**src/rtl/seq_gen_top.sv**
```systemverilog
// Serial pattern transmitter: latches a parallel pattern and shifts it out MSB-first,
// one bit per rising edge of the debounced `next` button level.
module seq_gen_top #(
    parameter int WIDTH = 8,
    parameter int LEN_W = 4
) (
    input  logic             clk,
    input  logic             reset,
    input  logic             next,
    input  logic             start,
    input  logic [WIDTH-1:0] pattern,
    input  logic [LEN_W-1:0] length,
    output logic             out_bit,
    output logic             valid,
    output logic             done,
    output logic             busy,
    output logic [LEN_W-1:0] bits_left,
    output logic [1:0]       state_display
);

    typedef enum logic [1:0] {
        IDLE = 2'd0,
        SEND = 2'd1,
        DONE = 2'd2
    } state_t;

    localparam logic [LEN_W-1:0] WIDTH_L = LEN_W'(WIDTH);

    state_t           state;
    logic [WIDTH-1:0] shreg;
    logic             next_last;
    logic             step;
    logic [LEN_W-1:0] load_len;

    // Handshake: while valid=1, out_bit holds the current pattern bit; each rising edge
    // of next (step) consumes that bit, and the following bit appears one cycle later.
    assign step          = next & ~next_last;
    assign load_len      = (length > WIDTH_L) ? WIDTH_L : length;
    assign state_display = state;

    always_ff @(posedge clk) begin
        if (reset) begin
            state     <= IDLE;
            shreg     <= '0;
            bits_left <= '0;
            next_last <= 1'b0;
            out_bit   <= 1'b0;
            valid     <= 1'b0;
            done      <= 1'b0;
            busy      <= 1'b0;
        end else begin
            next_last <= next;
            case (state)
                IDLE: begin
                    if (start && (length != '0)) begin
                        state     <= SEND;
                        shreg     <= pattern;
                        bits_left <= load_len;
                        out_bit   <= pattern[WIDTH-1];
                        valid     <= 1'b1;
                        busy      <= 1'b1;
                    end
                end
                SEND: begin
                    if (step) begin
                        if (bits_left > LEN_W'(1)) begin
                            shreg     <= {shreg[WIDTH-2:0], 1'b0};
                            bits_left <= bits_left - LEN_W'(1);
                            out_bit   <= shreg[WIDTH-2];
                        end else begin
                            // Last bit consumed: announce completion for one cycle.
                            state     <= DONE;
                            bits_left <= '0;
                            out_bit   <= 1'b0;
                            valid     <= 1'b0;
                            done      <= 1'b1;
                        end
                    end
                end
                DONE: begin
                    state <= IDLE;
                    done  <= 1'b0;
                    busy  <= 1'b0;
                end
                default: begin
                    state   <= IDLE;
                    out_bit <= 1'b0;
                    valid   <= 1'b0;
                    done    <= 1'b0;
                    busy    <= 1'b0;
                end
            endcase
        end
    end

endmodule

```
**config.mk**
```make
export PLATFORM = sky130hd
export DESIGN_NAME = seq_gen_top
export DESIGN_NICKNAME = d
export VERILOG_FILES = /design/src/rtl/seq_gen_top.sv
export SDC_FILE = /design/constraint.sdc
export NUM_CORES = 1
export LEC_CHECK = 0
export ABC_AREA = 1
export CAP_MARGIN = 20
export CORE_MARGIN = 5
export CORE_UTILIZATION = 52
export CTS_BUF_LIST = sky130_fd_sc_hd__clkbuf_8
export CTS_CLUSTER_DIAMETER = 100
export DETAILED_ROUTE_END_ITERATION = 6
export PLACE_DENSITY_LB_ADDON = 0.05
export SYNTH_ARGS = -nofsm -noshare
export SYNTH_HDL_FRONTEND = slang
export SYNTH_SLANG_ARGS = --single-unit
```
**constraint.sdc**
```tcl
create_clock -name clk -period 2.61 [get_ports clk]
set_input_delay 0.6525 -clock clk [delete_from_list [all_inputs] [get_ports clk]]
set_output_delay 0.6525 -clock clk [all_outputs]
set_load 0.005 [all_outputs]
```
==> impl_metrics.csv, run 1 <==
group,metric,value,unit
status,status,"finished, final reports clean",
synth,muxShareOfSynthArea,0,
synth,syn_inst,140,
clock_tree,htreeDepth,1,
synth,synth-seq-cells,18,
power_and_ir_drop,total_power,785.0,uW
floorplan,dieHeight,52.28,um
finish,drive_above_1_share,0.07186,
clock_tree,clk_path_buf_depth,2,
global_routing,groute.usage.overall,0.2028,
place,dpl.hpwl,1.803,mm
timing,period_minus_slack,1895,ps
finish,final_cell_mix,"49 x nand2_1, 25 x clkdlybuf4s50_1, 18 x dfxtp_1",
power_and_ir_drop,seq_power_share,0.419,
global_routing,grt_pass1_vias,951,
timing,max_slew_margin,0.7873,
detailed_routing,avgViaCountPerCell,5.130,
detailed_routing,post-route-drc-count,0,
power_and_ir_drop,p_sw_frac,0.3093,
timing,rsz0062_at_grt,"no",
detailed_routing,drtAntennaViolNets,0,
timing,report.final.slew_viol_count,0,
worst_setup_path,critical_path.max_fanout,5,
timing,worst_slew_pin_slew,318.2,ps
worst_setup_path,r2r-end,"shreg[5]",
global_routing,grt_start_max_net_pins,13,
power_and_ir_drop,cellPowerDensity,627.4,nW/um2
worst_setup_path,start_kind,"flip-flop",
finish,fillCellCount,153,
worst_setup_path,path_cells,"clkdlybuf4s50_1",
timing,fin_worst_skew,0.6312,ps
power_and_ir_drop,vdd_drop_max,0.4101,mV
floorplan,die-area,2733,um2
synth,syn_area,929.6,um2
detailed_routing,dr_total_vias,985,
power_and_ir_drop,p_int,542.2,uW
power_and_ir_drop,p_comb_frac,0.287,
worst_setup_path,reg2regPathDepth,10,
place,dpl-instance-area,1196,um2
synth,ys_warn_count,0,
worst_setup_path,critPathMaxStageDelay,550,ps
synth,avgSynthCellArea,6.640,um2
finish,multiInputGateArea,501.7,um2
worst_setup_path,critPathKind,"flip-flop to primary output",
synth,synth_top_family_by_area,"simple AND/OR/NAND/NOR gates",
synth,synth-simple-area-share,0.3607,
clock_tree,cts_tree,"done",
clock_tree,clkSlewWorstSetupHoldPaths,70,ps
power_and_ir_drop,p_switching,242.8,uW
clock_tree,cts_made_buffers,3,
power_and_ir_drop,leakage,0.0005551,uW
detailed_routing,drt-pass1-iter-count,4,
global_routing,gr-total-overflow,0,
finish,final_common_cell,"nand2_1",
synth,synth_cell_types,20,
floorplan,ios,26,
finish,nets,186,
worst_setup_path,path_buf_inv,1,
global_routing,antenna_found_initial,0,
finish,postLayoutCellArea,1251,um2
timing,post-route-period-util,0.7262,
synth,netlist.area_leader.share,0.3876,
place,portBuffers,25,
detailed_routing,wl,2.440,mm
worst_hold_path,min_from,"shreg[4]",
synth,synth.area.top_cells,"dfxtp_1 39%, nand2_1 20%, a21oi_1 8.6%",
worst_setup_path,r2r_start,"bits_left[0]",
power_and_ir_drop,p_clk_frac,0.294,
synth,synthXorXnorAreaFrac,0.01884,
run,cap_viol_max_count,0,
synth,yosysSeqAreaShare,0.3876,
detailed_routing,wl_per_cell,12.71,um
detailed_routing,drt_iter0_markers,32,
worst_hold_path,hold_class,"flip-flop to flip-flop",
worst_setup_path,crit_required,1960,ps
global_routing,grt_pass1_wl,4.119,mm
worst_setup_path,cp-end-kind,"primary output",
synth,synth_top_cell_by_area,"dfxtp_1",
floorplan,rows,15,
floorplan,core-area,1708,um2
timing,fin_tns_setup,0,ps
floorplan,die_x,52.28,um
timing,setup_violations,0,
finish,regArea,360.3,um2
timing,finalHoldViolations,0,
finish,area_growth,34.59,%
clock_tree,insertion_delay,250,ps
synth,synth_compound_gate_area_share,0.1332,
worst_setup_path,crit_family,"buffers and inverters",
floorplan,initial_core_util,0.5443,
timing,timing.fmax,527.6,MHz
clock_tree,hold_buffers,0,
worst_setup_path,slowest_stage,"clkdlybuf4s50_1",
worst_hold_path,hold_depth,2,
synth,synth_nets,158,
clock_tree,post_cts_buffers,0,
clock_tree,ctsResizeCount,0,
finish,antenna_cells,0,
worst_hold_path,holdPathEnd,"shreg[4]",
place,gp_congestion,0.8423,
worst_setup_path,ff2ff_setup_slack,850,ps
worst_setup_path,crit_arrival,1240,ps
clock_tree,root_buffer,"clkbuf_8",
clock_tree,cts_sinks,18,
synth,synthAdderAreaFrac,0.02692,
cell usage after synthesis:
| cell type | count |
|---|---|
| nand2_1 | 49 |
| dfxtp_1 | 18 |
| a21oi_1 | 16 |
| nor2_1 | 12 |
| inv_1 | 11 |
| nand3_1 | 10 |
| o21ai_0 | 6 |
| nand2_2 | 4 |
| ha_1 | 2 |
| nor3_1 | 2 |
| a22oi_1 | 1 |
| a31oi_1 | 1 |
| buf_4 | 1 |
| buf_6 | 1 |
| clkbuf_1 | 1 |
| inv_2 | 1 |
| nand3_2 | 1 |
| nor2_4 | 1 |
| xnor2_1 | 1 |
| xor2_1 | 1 |
logic make-up (layout without fill, tap and decap cells):
family / Yosys count / in the layout
AO/OA/AOI/OAI: 24 / 24
flip-flops: 18 / 18
adder cells (fa/ha/maj): 2 / 2
AND/OR/NAND/NOR: 79 / 79
XOR/XNOR: 2 / 2
buffers and inverters: 15 / 42
layer usage:
| layer | share of wire | wire length (um) | GRT usage | vias up |
|---|---|---|---|---|
| met5 | 0 | 0 | 0 | - |
| met2 | 0.50 | 1221 | 0.3285 | 34 |
| met1 | 0.42 | 1036 | 0.2422 | 442 |
| met4 | 0.018 | 45 | 0.1106 | 0 |
| met3 | 0.056 | 136 | 0.05128 | 7 |
| li1 | - | - | - | 502 |
cell type report:
class | count | share of cell area
Inverter | 12 | 0.03600
Timing Repair Buffer | 26 | 0.2060
Tap cell | 25 | 0.02500
Clock buffer | 4 | 0.04400
Sequential cell | 18 | 0.2880
Multi-Input combinational cell | 107 | 0.4010
power by group through the flow:
stage               clock (uW)  sequential (uW)  combinational (uW)
floorplan                    0              332                 138
global placement             0              334                 218
detailed placement           0              335                 224
CTS                        230              329                 226
global route               246              334                 253
finish                     230              329                 225
flip-flops by register name (all words and copies together), names as in the netlist:
name and flops:
state_display 2, shreg 7, out_bit 1, next_last 1, done 1, bits_left 4, valid 1, busy 1
worst max path at each step:
stage,end,startpoint,depth (start not counted)
after detailed placement,shreg[5],next,8
final,state_display[1],state_display[1],1
after CTS,state_display[1],state_display[1],1
after floorplan,shreg[6],bits_left[0],10
after global routing,state_display[0],state_display[0],1
after global placement,shreg[2],next,8
stage by stage:
stage	util	std cells	hold slack (ps)	setup WS, ps
floorplan	-	140	434.0	1198
global placement	0.7004	188	450.7	590.8
detailed placement	0.7004	188	455.2	555.1
CTS	0.7326	192	465.0	702.8
global route	0.7326	192	492.0	666.4
finish	0.7326	192	466.1	714.6
(Power assumes the default switching activity.)
==> inputs of run 2 (changes only) <==
--- a/config.mk
+++ b/config.mk
@@ -8,7 +8,7 @@
 export ABC_AREA = 1
 export CAP_MARGIN = 20
 export CORE_MARGIN = 5
-export CORE_UTILIZATION = 52
+export CORE_UTILIZATION = 48
 export CTS_BUF_LIST = sky130_fd_sc_hd__clkbuf_8
 export CTS_CLUSTER_DIAMETER = 100
 export DETAILED_ROUTE_END_ITERATION = 6
==> constraint.sdc (replaced) <==
create_clock -name clk -period 2 [get_ports clk]
set_input_delay 0.5 -clock clk [delete_from_list [all_inputs] [get_ports clk]]
set_output_delay 0.5 -clock clk [all_outputs]
set_load 0.005 [all_outputs]
==> run 2 against run 1 <==
Die area increased by 6.7%. Sequential power increased by 30%. Utilization decreased by 7.7 points. Clock-buffer cell count decreased by 1. Largest power group unchanged.
==> impl_metrics.csv, run 2 (synthesis gave the netlist of run 1 again) <==
group,metric,value,unit
run,cap_viol_max_count,0,
timing,finalHoldViolations,0,
clock_tree,clkSlewWorstSetupHoldPaths,70,ps
finish,postLayoutCellArea,1247,um2
clock_tree,cts_sinks,18,
place,gp_congestion,0.8245,
timing,post-route-period-util,0.8732,
clock_tree,clk_path_buf_depth,2,
clock_tree,root_buffer,"clkbuf_8",
clock_tree,ctsResizeCount,0,
global_routing,grt_start_max_net_pins,14,
finish,area_growth,34.19,%
place,dp_cells,191,
worst_setup_path,crit_required,1500,ps
finish,antenna_cells,0,
timing,period_minus_slack,1746,ps
floorplan,ios,26,
power_and_ir_drop,vdd_drop_max,0.5192,mV
worst_setup_path,critPathMaxStageDelay,560,ps
timing,worst_slew_pin_slew,333.2,ps
floorplan,dieHeight,54.01,um
clock_tree,hold_buffers,0,
worst_setup_path,critPathKind,"flip-flop to primary output",
worst_setup_path,path_buf_inv,1,
clock_tree,insertion_delay,250,ps
worst_setup_path,ff2ff_setup_slack,340,ps
floorplan,die_x,54.01,um
global_routing,gr-total-overflow,0,
timing,max_slew_margin,0.7773,
detailed_routing,wl_per_cell,11.55,um
power_and_ir_drop,cellPowerDensity,774.9,nW/um2
detailed_routing,post-route-drc-count,0,
finish,largest_reg_flops,7,
timing,report.final.slew_viol_count,0,
floorplan,initial_core_util,0.4888,
global_routing,grt_pass1_wl,3.567,mm
detailed_routing,avgViaCountPerCell,4.918,
timing,fin_worst_skew,5.815,ps
finish,final_cell_mix,"49 x nand2_1, 25 x clkdlybuf4s50_1, 18 x dfxtp_1",
worst_setup_path,cp-end-kind,"primary output",
status,status,"finished, final reports clean",
place,portBuffers,25,
global_routing,grt_pass1_vias,869,
clock_tree,htreeDepth,1,
place,dpl.hpwl,1.706,mm
global_routing,groute.usage.overall,0.1687,
detailed_routing,drt-pass1-iter-count,4,
finish,stdcell_count,194,
floorplan,rows,16,
clock_tree,cts_made_buffers,3,
timing,timing.fmax,572.6,MHz
detailed_routing,dr_total_vias,954,
power_and_ir_drop,total_power,966.7,uW
worst_setup_path,start_kind,"flip-flop",
worst_setup_path,path_cells,"clkdlybuf4s50_1",
floorplan,die-area,2917,um2
finish,final_common_cell,"nand2_1",
worst_setup_path,critical_path.max_fanout,5,
finish,drive_above_1_share,0.07186,
worst_setup_path,crit_family,"buffers and inverters",
timing,setup_violations,0,
global_routing,antenna_found_initial,0,
timing,fin_tns_setup,0,ps
timing,rsz0062_at_grt,"no",
power_and_ir_drop,leakage,0.0005525,uW
detailed_routing,drtAntennaViolNets,0,
floorplan,core-area,1902,um2
timing,whs,465.0,ps
worst_hold_path,hold_class,"flip-flop to flip-flop",
detailed_routing,wl,2.240,mm
worst_setup_path,crit_arrival,1250,ps
clock_tree,cts_tree,"done",
finish,nets,187,
worst_setup_path,slowest_stage,"clkdlybuf4s50_1",
detailed_routing,drt_iter0_markers,16,
clock_tree,post_cts_buffers,0,
finish,top_register,"shreg",
place,dpl-instance-area,1206,um2
-- run 2: per-stage QoR --
stage / util / setup WS [ps]
6_report: 0.6559 / 253.7
5_1_grt: 0.6559 / 196.9
4_1_cts: 0.6559 / 240.7
3_5_place_dp: 0.6342 / 142.2
3_3_place_gp: 0.6342 / 184.3
2_1_floorplan: - / 587.8
-- run 2: report_power, final --
part,total [uW],internal (uW),leakage (uW),switching (uW)
registers,429,398,0.000148,30.6
logic,290,136,0.000382,153
clock network,248,134,0.0000216,114
-- run 2: worst paths after layout --
kind,from,endpoint,cells past startpoint
worst min-delay path,shreg[6],shreg[6],2
worst max-delay path,state_display[1],state_display[1],1
worst max register to register,bits_left[0],shreg[5],10
worst min register to register,shreg[6],shreg[6],2
-- run 2: layout make-up --
class	count	area, um2
flip-flops and latches	18	360.3
inverters	12	45.04
clock buffers	3	41.29
fillers	187	654.4
repair buffers	27	265.3
well taps	27	33.78
multi-input cells	107	501.7
-- run 2: per-layer routing --
layer  global-route usage  share of wire  vias up  wire length (um)
met5                    0              0        -                 0
met4              0.07054          0.010        0                23
met3              0.04709          0.070        4               156
met2               0.2762           0.46       20              1026
met1               0.2060           0.46      427              1034
li1                     -              -      503                 -
-- run 2: worst register-to-register path, cell delays in order (launching register included) --
cell and delay, ps:
dfxtp_1 410, inv_1 70, ha_1 220, inv_1 60
nand2_1 40, nand2_1 90, nand2_1 170, nand2_2 220
nand2_2 120, nand2_1 90, a21oi_1 60
